**src/rtl/soda_vend_ctrl_if.sv**
```systemverilog
`default_nettype none
// ============================================================================
// soda_vend_ctrl_if : coin/cancel inputs and dispense/change outputs bundle
// Revision: 1.0
// ============================================================================
interface soda_vend_ctrl_if #(
    parameter int CREDIT_W = 5
) ();
    logic                B1;
    logic                B5;
    logic                B10;
    logic                cancel;
    logic                ready;
    logic [CREDIT_W-1:0] credit;
    logic                bottle;
    logic                R1;
    logic                R5;

    modport master (
        output B1, B5, B10, cancel,
        input  ready, credit, bottle, R1, R5
    );

    modport slave (
        input  B1, B5, B10, cancel,
        output ready, credit, bottle, R1, R5
    );
endinterface
`default_nettype wire

```
**src/rtl/soda_vend_ctrl.sv**
```systemverilog
`default_nettype none
// ============================================================================
// soda_vend_ctrl : coin-credit vending FSM, greedy R5-then-R1 change return
// Revision: 1.0
// ============================================================================
module soda_vend_ctrl #(
    parameter int PRICE    = 3,
    parameter int CREDIT_W = 5
) (
    input  logic            clk,
    input  logic            reset_n,
    soda_vend_ctrl_if.slave bus
);

    localparam logic [1:0] S_COLLECT = 2'd0;
    localparam logic [1:0] S_VEND    = 2'd1;
    localparam logic [1:0] S_CHANGE  = 2'd2;

    localparam logic [CREDIT_W-1:0] C_PRICE = CREDIT_W'(PRICE);
    localparam logic [CREDIT_W-1:0] C_ZERO  = '0;
    localparam logic [CREDIT_W-1:0] C_ONE   = CREDIT_W'(1);
    localparam logic [CREDIT_W-1:0] C_FIVE  = CREDIT_W'(5);
    localparam logic [CREDIT_W-1:0] C_TEN   = CREDIT_W'(10);

    generate
        if (PRICE < 1 || PRICE > (2**CREDIT_W) - 11) begin : g_bad_price
            $error("soda_vend_ctrl: PRICE does not fit CREDIT_W");
        end
    endgenerate

    logic [1:0]          state_q,  state_d;
    logic [CREDIT_W-1:0] credit_q, credit_d;
    logic [CREDIT_W-1:0] change_q, change_d;
    logic                bottle_q, bottle_d;
    logic                r1_q,     r1_d;
    logic                r5_q,     r5_d;

    logic [CREDIT_W-1:0] coin_val;
    logic [CREDIT_W-1:0] sum;
    logic [CREDIT_W-1:0] pay_src;
    logic [CREDIT_W-1:0] pay_rem;
    logic                pay_r5;
    logic                pay_r1;

    // One coin per cycle, lowest denomination wins.
    always_comb begin
        coin_val = C_ZERO;
        if (bus.B1) begin
            coin_val = C_ONE;
        end else if (bus.B5) begin
            coin_val = C_FIVE;
        end else if (bus.B10) begin
            coin_val = C_TEN;
        end
    end

    assign sum = credit_q + coin_val;

    // Next change coin: a refund pays straight from the sum, otherwise from
    // the stored change. Remainder is what is still owed after this pulse.
    assign pay_src = (state_q == S_COLLECT) ? sum : change_q;
    assign pay_r5  = (pay_src >= C_FIVE);
    assign pay_r1  = !pay_r5 && (pay_src != C_ZERO);
    assign pay_rem = pay_r5 ? (pay_src - C_FIVE) :
                     pay_r1 ? (pay_src - C_ONE)  : pay_src;

    always_comb begin
        state_d  = state_q;
        credit_d = credit_q;
        change_d = change_q;
        bottle_d = 1'b0;
        r1_d     = 1'b0;
        r5_d     = 1'b0;
        case (state_q)
            S_COLLECT: begin
                if (bus.cancel && (sum != C_ZERO)) begin
                    state_d  = S_CHANGE;
                    credit_d = C_ZERO;
                    change_d = pay_rem;
                    r5_d     = pay_r5;
                    r1_d     = pay_r1;
                end else if (sum >= C_PRICE) begin
                    state_d  = S_VEND;
                    credit_d = C_ZERO;
                    change_d = sum - C_PRICE;
                    bottle_d = 1'b1;
                end else begin
                    credit_d = sum;
                end
            end
            S_VEND: begin
                credit_d = C_ZERO;
                if (change_q != C_ZERO) begin
                    state_d  = S_CHANGE;
                    change_d = pay_rem;
                    r5_d     = pay_r5;
                    r1_d     = pay_r1;
                end else begin
                    state_d  = S_COLLECT;
                end
            end
            S_CHANGE: begin
                credit_d = C_ZERO;
                if (change_q != C_ZERO) begin
                    change_d = pay_rem;
                    r5_d     = pay_r5;
                    r1_d     = pay_r1;
                end else begin
                    state_d  = S_COLLECT;
                end
            end
            default: begin
                state_d  = S_COLLECT;
                credit_d = C_ZERO;
                change_d = C_ZERO;
            end
        endcase
    end

    always_ff @(posedge clk or negedge reset_n) begin
        if (!reset_n) begin
            state_q  <= S_COLLECT;
            credit_q <= C_ZERO;
            change_q <= C_ZERO;
            bottle_q <= 1'b0;
            r1_q     <= 1'b0;
            r5_q     <= 1'b0;
        end else begin
            state_q  <= state_d;
            credit_q <= credit_d;
            change_q <= change_d;
            bottle_q <= bottle_d;
            r1_q     <= r1_d;
            r5_q     <= r5_d;
        end
    end

    assign bus.ready  = (state_q == S_COLLECT);
    assign bus.credit = credit_q;
    assign bus.bottle = bottle_q;
    assign bus.R1     = r1_q;
    assign bus.R5     = r5_q;

endmodule
`default_nettype wire

```
**src/flat_wrapper.sv**
```systemverilog
// flat-port wrapper written by rule: the top's interface ports become plain ports
module soda_vend_ctrl_flat 
#(
    parameter int PRICE    = 3,
    parameter int CREDIT_W = 5
)
  (clk, reset_n, bus_B1, bus_B5, bus_B10, bus_cancel, bus_ready, bus_credit, bus_bottle, bus_R1, bus_R5);
  soda_vend_ctrl_if #(.CREDIT_W(CREDIT_W)) bus_i ();
  input  logic clk;
  input  logic reset_n;
  input wire logic [$bits(bus_i.B1)-1:0] bus_B1;
  input wire logic [$bits(bus_i.B5)-1:0] bus_B5;
  input wire logic [$bits(bus_i.B10)-1:0] bus_B10;
  input wire logic [$bits(bus_i.cancel)-1:0] bus_cancel;
  output wire logic [$bits(bus_i.ready)-1:0] bus_ready;
  output wire logic [$bits(bus_i.credit)-1:0] bus_credit;
  output wire logic [$bits(bus_i.bottle)-1:0] bus_bottle;
  output wire logic [$bits(bus_i.R1)-1:0] bus_R1;
  output wire logic [$bits(bus_i.R5)-1:0] bus_R5;
  assign bus_i.B1 = bus_B1;
  assign bus_i.B5 = bus_B5;
  assign bus_i.B10 = bus_B10;
  assign bus_i.cancel = bus_cancel;
  assign bus_ready = bus_i.ready;
  assign bus_credit = bus_i.credit;
  assign bus_bottle = bus_i.bottle;
  assign bus_R1 = bus_i.R1;
  assign bus_R5 = bus_i.R5;
  soda_vend_ctrl #(.PRICE(PRICE), .CREDIT_W(CREDIT_W)) u_core (.clk(clk), .reset_n(reset_n), .bus(bus_i));
endmodule
```
**config.mk**
```make
export PLATFORM = sky130hd
export DESIGN_NAME = soda_vend_ctrl_flat
export DESIGN_NICKNAME = d
export VERILOG_FILES = /design/src/rtl/soda_vend_ctrl_if.sv /design/src/rtl/soda_vend_ctrl.sv /design/src/flat_wrapper.sv
export SDC_FILE = /design/constraint.sdc
export NUM_CORES = 1
export LEC_CHECK = 0
export ABC_AREA = 0
export CORE_AREA = 4 4 63 65
export CTS_CLUSTER_DIAMETER = 150
export DETAILED_ROUTE_END_ITERATION = 10
export DIE_AREA = 0 0 67 69
export PLACE_DENSITY = 0.6
export SYNTH_ARGS = -nofsm -noshare
export SYNTH_HDL_FRONTEND = slang
export SYNTH_SLANG_ARGS = --single-unit
```
**constraint.sdc**
```tcl
create_clock -name clk -period 2.6 [get_ports clk]
set_clock_uncertainty 0.1 [all_clocks]
set_input_delay 0.52 -clock clk [delete_from_list [all_inputs] [get_ports clk]]
set_output_delay 0.52 -clock clk [all_outputs]
set_load 0.005 [all_outputs]
```
-- Word-level counts from Yosys, hierarchy flattened
Index checks and enable logic that the tools add are counted.
- reductions and logical operators: 10
- mux-type cells: 27
- $lt $le $gt $ge: 2
- equality and inequality tests: 5
- add/subtract/negate cells: 4
- operator list (cell ; number):
    $mux 5 ; 11
    $reduce_bool 5->1 ; 3
    $pmux 5 s2 ; 1
    $mux 2 ; 4
    $mux 1 ; 7
    $pmux 2 s3 ; 1
    $add 5x5->5 ; 1
    $ge 5x2->1 const B ; 1
    $ge 5x3->1 const B ; 1
    $sub 5x1->5 const B ; 1
    $sub 5x2->5 const B ; 1
    $sub 5x3->5 const B ; 1
    $mux 4 ; 1
    $pmux 1 s2 ; 2
    $reduce_and 2->1 ; 2
    $ne 3x1->1 const B ; 1
    $eq 2x1->1 const B ; 1
    $eq 2x2->1 const B ; 1
    $logic_and 1x1->1 ; 2
    $logic_not 2->1 ; 1
    $ne 2x1->1 const B ; 1
    $ne 2x2->1 const B ; 1
    $reduce_or 2->1 ; 1
    $logic_not 1->1 ; 1
- flip-flop bits (word level): 15

-- Logic depth before layout (Yosys ltp)
- depth in word-level cells: 12
- mapped depth: 14

-- Worst setup path before layout
No wires, ideal clock.
- kind: input -> register
- start: input bus_B5
- end: register u_core.change_q[2]
- arrival: 2612 ps
- required time: 2435 ps
- path buffers: 0
- library setup time: 65 ps
- setup slack: -178 ps
- stages: 12
- cell sequence: nor2_1 inv_1 ha_1 inv_1 fa_1 nand2_1 o21ai_0 ha_1 nor4_2 mux2i_1 a311oi_1 o22a_1
- cells in the longest elaborated chain, start to end: 11
- ends and longest elaborated chain (item ; RTL line ; RTL):
    start: declaration ; flat_wrapper.sv:12 ; input wire logic [$bits(bus_i.B5)-1:0] bus_B5;
    $mux 5 * ; soda_vend_ctrl.sv:50 ; end else if (bus.B5) begin
    $mux 5 * ; soda_vend_ctrl.sv:48 ; if (bus.B1) begin
    $add 5x5->5 * ; soda_vend_ctrl.sv:57 ; assign sum = credit_q + coin_val;
    $mux 5 ; soda_vend_ctrl.sv:61 ; assign pay_src = (state_q == S_COLLECT) ? sum : change_q;
    $ge 5x3->1 ; soda_vend_ctrl.sv:62 ; assign pay_r5 = (pay_src >= C_FIVE);
    $logic_not 1->1 ; soda_vend_ctrl.sv:63 ; assign pay_r1 = !pay_r5 && (pay_src != C_ZERO);
    $logic_and 1x1->1 ; soda_vend_ctrl.sv:63 ;
    $mux 5 ; soda_vend_ctrl.sv:65 ; pay_r1 ? (pay_src - C_ONE) : pay_src;
    $mux 5 ; soda_vend_ctrl.sv:64 ; assign pay_rem = pay_r5 ? (pay_src - C_FIVE) :
    $mux 5, on equally long branches ; soda_vend_ctrl.sv:93, soda_vend_ctrl.sv:104, soda_vend_ctrl.sv:76 ;
    $pmux 5 s2 ; soda_vend_ctrl.sv:74 ; case (state_q)
    end signal: assignment ; soda_vend_ctrl.sv:131 ; change_q <= change_d;
    end: declaration ; soda_vend_ctrl.sv:33 ; logic [CREDIT_W-1:0] change_q, change_d;
Mark *: on every way between the ends. The rest lies on a longest branch, timed or not. The select of a mux whose other input is x is not followed.
A chain may end at the register's enable or synchronous reset.

-- Worst setup path in the final report
- start: register u_core.credit_q[0], in the netlist u_core.bus.credit[0]
- end: register u_core.change_q[2]
- cells in the longest elaborated chain, start to end: 9
- ends and longest elaborated chain (item ; RTL line ; RTL):
    start: declaration ; soda_vend_ctrl.sv:32 ; logic [CREDIT_W-1:0] credit_q, credit_d;
    start signal: assignment ; soda_vend_ctrl.sv:130 ; credit_q <= credit_d;
    $add 5x5->5 * ; soda_vend_ctrl.sv:57 ;
    $mux 5 ; soda_vend_ctrl.sv:61 ;
    $ge 5x3->1 ; soda_vend_ctrl.sv:62 ;
    $logic_not 1->1 ; soda_vend_ctrl.sv:63 ;
    $logic_and 1x1->1 ; soda_vend_ctrl.sv:63 ;
    $mux 5 ; soda_vend_ctrl.sv:65 ;
    $mux 5 ; soda_vend_ctrl.sv:64 ;
    $mux 5, on equally long branches ; soda_vend_ctrl.sv:93, soda_vend_ctrl.sv:104, soda_vend_ctrl.sv:76 ;
    $pmux 5 s2 ; soda_vend_ctrl.sv:74 ;
Marks and branches as above.

==> flow_metrics.py <==
metrics = {
    "final_layout": {
        "drive_gt1_share_pct": 44.3,
        "area_delta_synth_final_pct": 63.3,
        "n_antenna_cell": 0,
        "fillCellCount": 277,
        "multi_input_area_sq_um": 1180,
        "register_area_sq_um": 375,
        "design_area_sq_um": 2190,
        "fin_nets": 233,
        "final_util_pct": 65.7,
    },
    "cts": {
        "cts_tree": "done",
        "htreeDepth": 1,
        "clkLatencyLatePin_ns": 0.31,
        "cts.path.max_buffers": 2,
        "cts.sinks": 15,
        "cts_root_buf": "clkbuf_4",
        "cts_hold_buf": 0,
        "numCtsBuffers": 3,
        "path_clk_slew_ns": 0.11,
    },
    "place": {
        "globalplace.congestion": 0.817,
        "port_buffers": 14,
        "place_area_sq_um": 1900,
        "hpwl_um": 2890,
    },
    "setup_path": {
        "path_delay_family": "buffers and inverters",
        "r2r-end": "u_core.change_q[2]",
        "crit_top_cell": "buf_4",
        "ff2ff_setup_slack_ns": -0.01,
        "crit_chain": "ha_4, inv_2, fa_2, buf_4, xnor2_4, mux2i_1, buf_4, buf_4, nor4_2, mux2i_1, a311oi_2, o22a_1",
        "worstPathArrival_ns": 2.77,
        "critPathSlowestCell": "dfrtp_1",
        "endpoint_kind": "flip-flop",
        "timing.rr.start": "u_core.bus.credit[0]",
        "slowest_delay_ns": 0.40,
        "critical_path_class": "flip-flop to flip-flop",
        "critPathBufInv": 4,
        "reg2reg_depth": 12,
        "critPathLaunchType": "flip-flop",
        "crit_required_ns": 2.75,
        "crit_path_end": "u_core.change_q[2]",
        "crit_start": "u_core.bus.credit[0]",
        "path_max_fanout": 6,
        "critical_path_depth": 12,
    },
    "timing": {
        "period_share_pct": 101,
        "max_freq_ghz": 0.383,
        "setup_ws_ns": -0.0136,
        "hold_violations": 0,
        "fin_crit_ns": 2.61,
        "maxSlewViolCount": 0,
        "finalSetupViolCount": 4,
        "rsz0062_at_grt": "true",
        "relSlewSlack_pct": 45.8,
        "worstMarginPinSlew_ns": 0.810,
    },
    "route": {
        "antenna_left": 0,
        "drt_wl_total_um": 3980,
        "post-route-drc-count": 0,
        "vias": 1360,
        "avgViaCountPerCell": 5.27,
        "wl_per_cell_um": 15.4,
        "firstDrtPassIters": 4,
        "drt_iter0_markers": 75,
    },
    "power_and_ir_drop": {
        "ir_drop_v": 0.000913,
        "p_comb_share_pct": 75.8,
        "p_per_area_nw_per_um2": 1010,
        "seq_power_share_pct": 17.3,
        "power_switching_mw": 1.01,
        "p_int_mw": 1.20,
        "p_leak_nw": 0.959,
        "sw_frac_of_total_pct": 45.8,
        "clkPwrFrac_pct": 6.9,
    },
    "synthesis": {
        "syn_inst": 147,
        "synth_area_leaders": "dfrtp_1, ha_1, mux2i_1, nor2_1, inv_1",
        "synth_area_sq_um": 1340,
        "yosys_warnings": 0,
        "synth_top_area_share_pct": 28.0,
        "synth_top_area_cell": "dfrtp_1",
        "synthDistinctLibCells": 52,
        "synth_edf_count": 0,
        "synth_top_flop_cell": "dfrtp_1",
        "synthMostInstantiatedCell": "dfrtp_1",
        "seq_area_frac_synth_pct": 28.0,
        "synth_common_cells": "dfrtp_1, ha_1, nor2_1",
        "synthArstFlopShare_pct": 100,
        "synth_seq_cells": 15,
        "syn_avg_cell_area_sq_um": 9.13,
    },
    "floorplan": {
        "die_y_um": 69,
        "core_area_sq_um": 3340,
        "die_area_sq_um": 4620,
        "num_rows": 21,
        "die_w_um": 67,
        "start_util_pct": 40.2,
        "io_pins": 15,
    },
    "status": {
        "violations": "setup timing",
        "status": "finished with violations",
    },
    "global_routing": {
        "grt_overflow_total": 0,
        "grt_first_pass_wirelength_um": 6470,
        "grt_util_all_layers_pct": 17.7,
        "first_global_vias": 1386,
        "grt_max_degree": 22,
        "antenna_found_initial": 0,
    },
    "hold_path": {
        "hp-class": "flip-flop to flip-flop",
    },
    "flow_run": {
        "maxCapViolations": 0,
    },
}
## metrics by stage
| step | setup slack [ns] | hold slack, ns | power (mW) | std cells | setup TNS, ns |
|---|---|---|---|---|---|
| floorplan | -0.0885 | 0.124 | 1.29 | 149 | -0.296 |
| global placement | -0.815 | 0.443 | 1.79 | 241 | -8.34 |
| detailed placement | -0.860 | 0.459 | 1.81 | 241 | -8.73 |
| CTS | 0.00348 | 0.486 | 2.04 | 252 | 0 |
| global route | -0.166 | 0.523 | 2.40 | 258 | -1.12 |
| finish | -0.0136 | 0.489 | 2.21 | 258 | -0.0371 |
## layer usage
metal / wire [um] / global-route usage [%] / vias up
li1: - / - / 671
met1: 1890 / 24.8 / 657
met2: 1900 / 27.5 / 24
met3: 122 / 3.73 / 8
met4: 68 / 4.05 / 0
met5: 0 / 0 / -
## flip-flops by register name, indices dropped and copies added, names as in the netlist
signal,cells
u_core.bus.R1,1
u_core.bus.R5,1
u_core.bus.bottle,1
u_core.bus.credit,5
u_core.change_q,5
u_core.state_q,2
## cell usage in the layout (no fill, tap or decap), types with 2 or more instances in the layout
cell,synthesis,routed
a21oi_1,7,4
a21oi_2,2,5
a21oi_4,1,2
a31oi_1,3,3
and3_1,2,2
buf_4,1,45
buf_6,0,4
clkbuf_4,0,3
clkdlybuf4s50_1,0,11
conb_1,1,3
dfrtp_1,15,15
ha_1,13,7
ha_4,0,6
inv_1,12,7
inv_2,0,5
mux2i_1,7,7
nand2_1,9,6
nand2_2,0,3
nand2b_1,2,2
nand3_1,2,2
nand4b_1,2,2
nor2_1,13,11
nor2_4,0,2
nor2b_1,4,4
nor3_1,4,3
nor4_1,2,2
o211ai_1,2,2
o21ai_0,5,3
o21ai_1,3,3
o21ai_4,0,2
o31a_1,2,2
o31ai_1,3,2
xnor2_4,0,3
## power groups by stage
| stage | clock network (mW) | logic, mW | registers [mW] |
|---|---|---|---|
| 2_1_floorplan | 0 | 0.923 | 0.366 |
| 3_3_place_gp | 0 | 1.41 | 0.378 |
| 3_5_place_dp | 0 | 1.42 | 0.383 |
| 4_1_cts | 0.152 | 1.51 | 0.376 |
| 5_1_grt | 0.172 | 1.83 | 0.393 |
| 6_report | 0.153 | 1.67 | 0.383 |
## worst min-delay path by stage
stage | start | to | slack, ns | cells after the start
after detailed placement | u_core.change_q[2] | u_core.change_q[2] | 0.46 | 1
after global placement | u_core.change_q[2] | u_core.change_q[2] | 0.44 | 1
after global routing | u_core.change_q[2] | u_core.change_q[2] | 0.52 | 1
final | u_core.change_q[2] | u_core.change_q[2] | 0.49 | 1
after CTS | u_core.change_q[2] | u_core.change_q[2] | 0.49 | 1
after floorplan | reset_n | u_core.bus.R1 | 0.12 | 0
## kinds of logic after synthesis
logic type	count (synthesis)	synth area share, %
simple gates	47	18.5
compound gates	42	24.2
flops	15	28.0
buf+inv	15	4.57
fa+ha+maj	14	13.6
mux	7	5.22
xor+xnor	6	5.59
other cells	1	0.279
## layout make-up
type                       instances  area share [%]
clock inverter                     1           0.342
multi-input combinational        120            53.9
clock buffer                       3            1.03
sequential                        15            17.1
tap                               46            2.63
inverter                          12            2.05
timing repair buffer              61            22.9
## timing repair
action / 4_1_cts / 5_1_grt
setup endpoints to repair: 12 / 8
cloned: 0 / 1
buffers inserted: 7 / 5
pin swaps: 13 / 19
resized for setup: 20 / 17
Note: power is estimated with default switching activity, not from simulation.
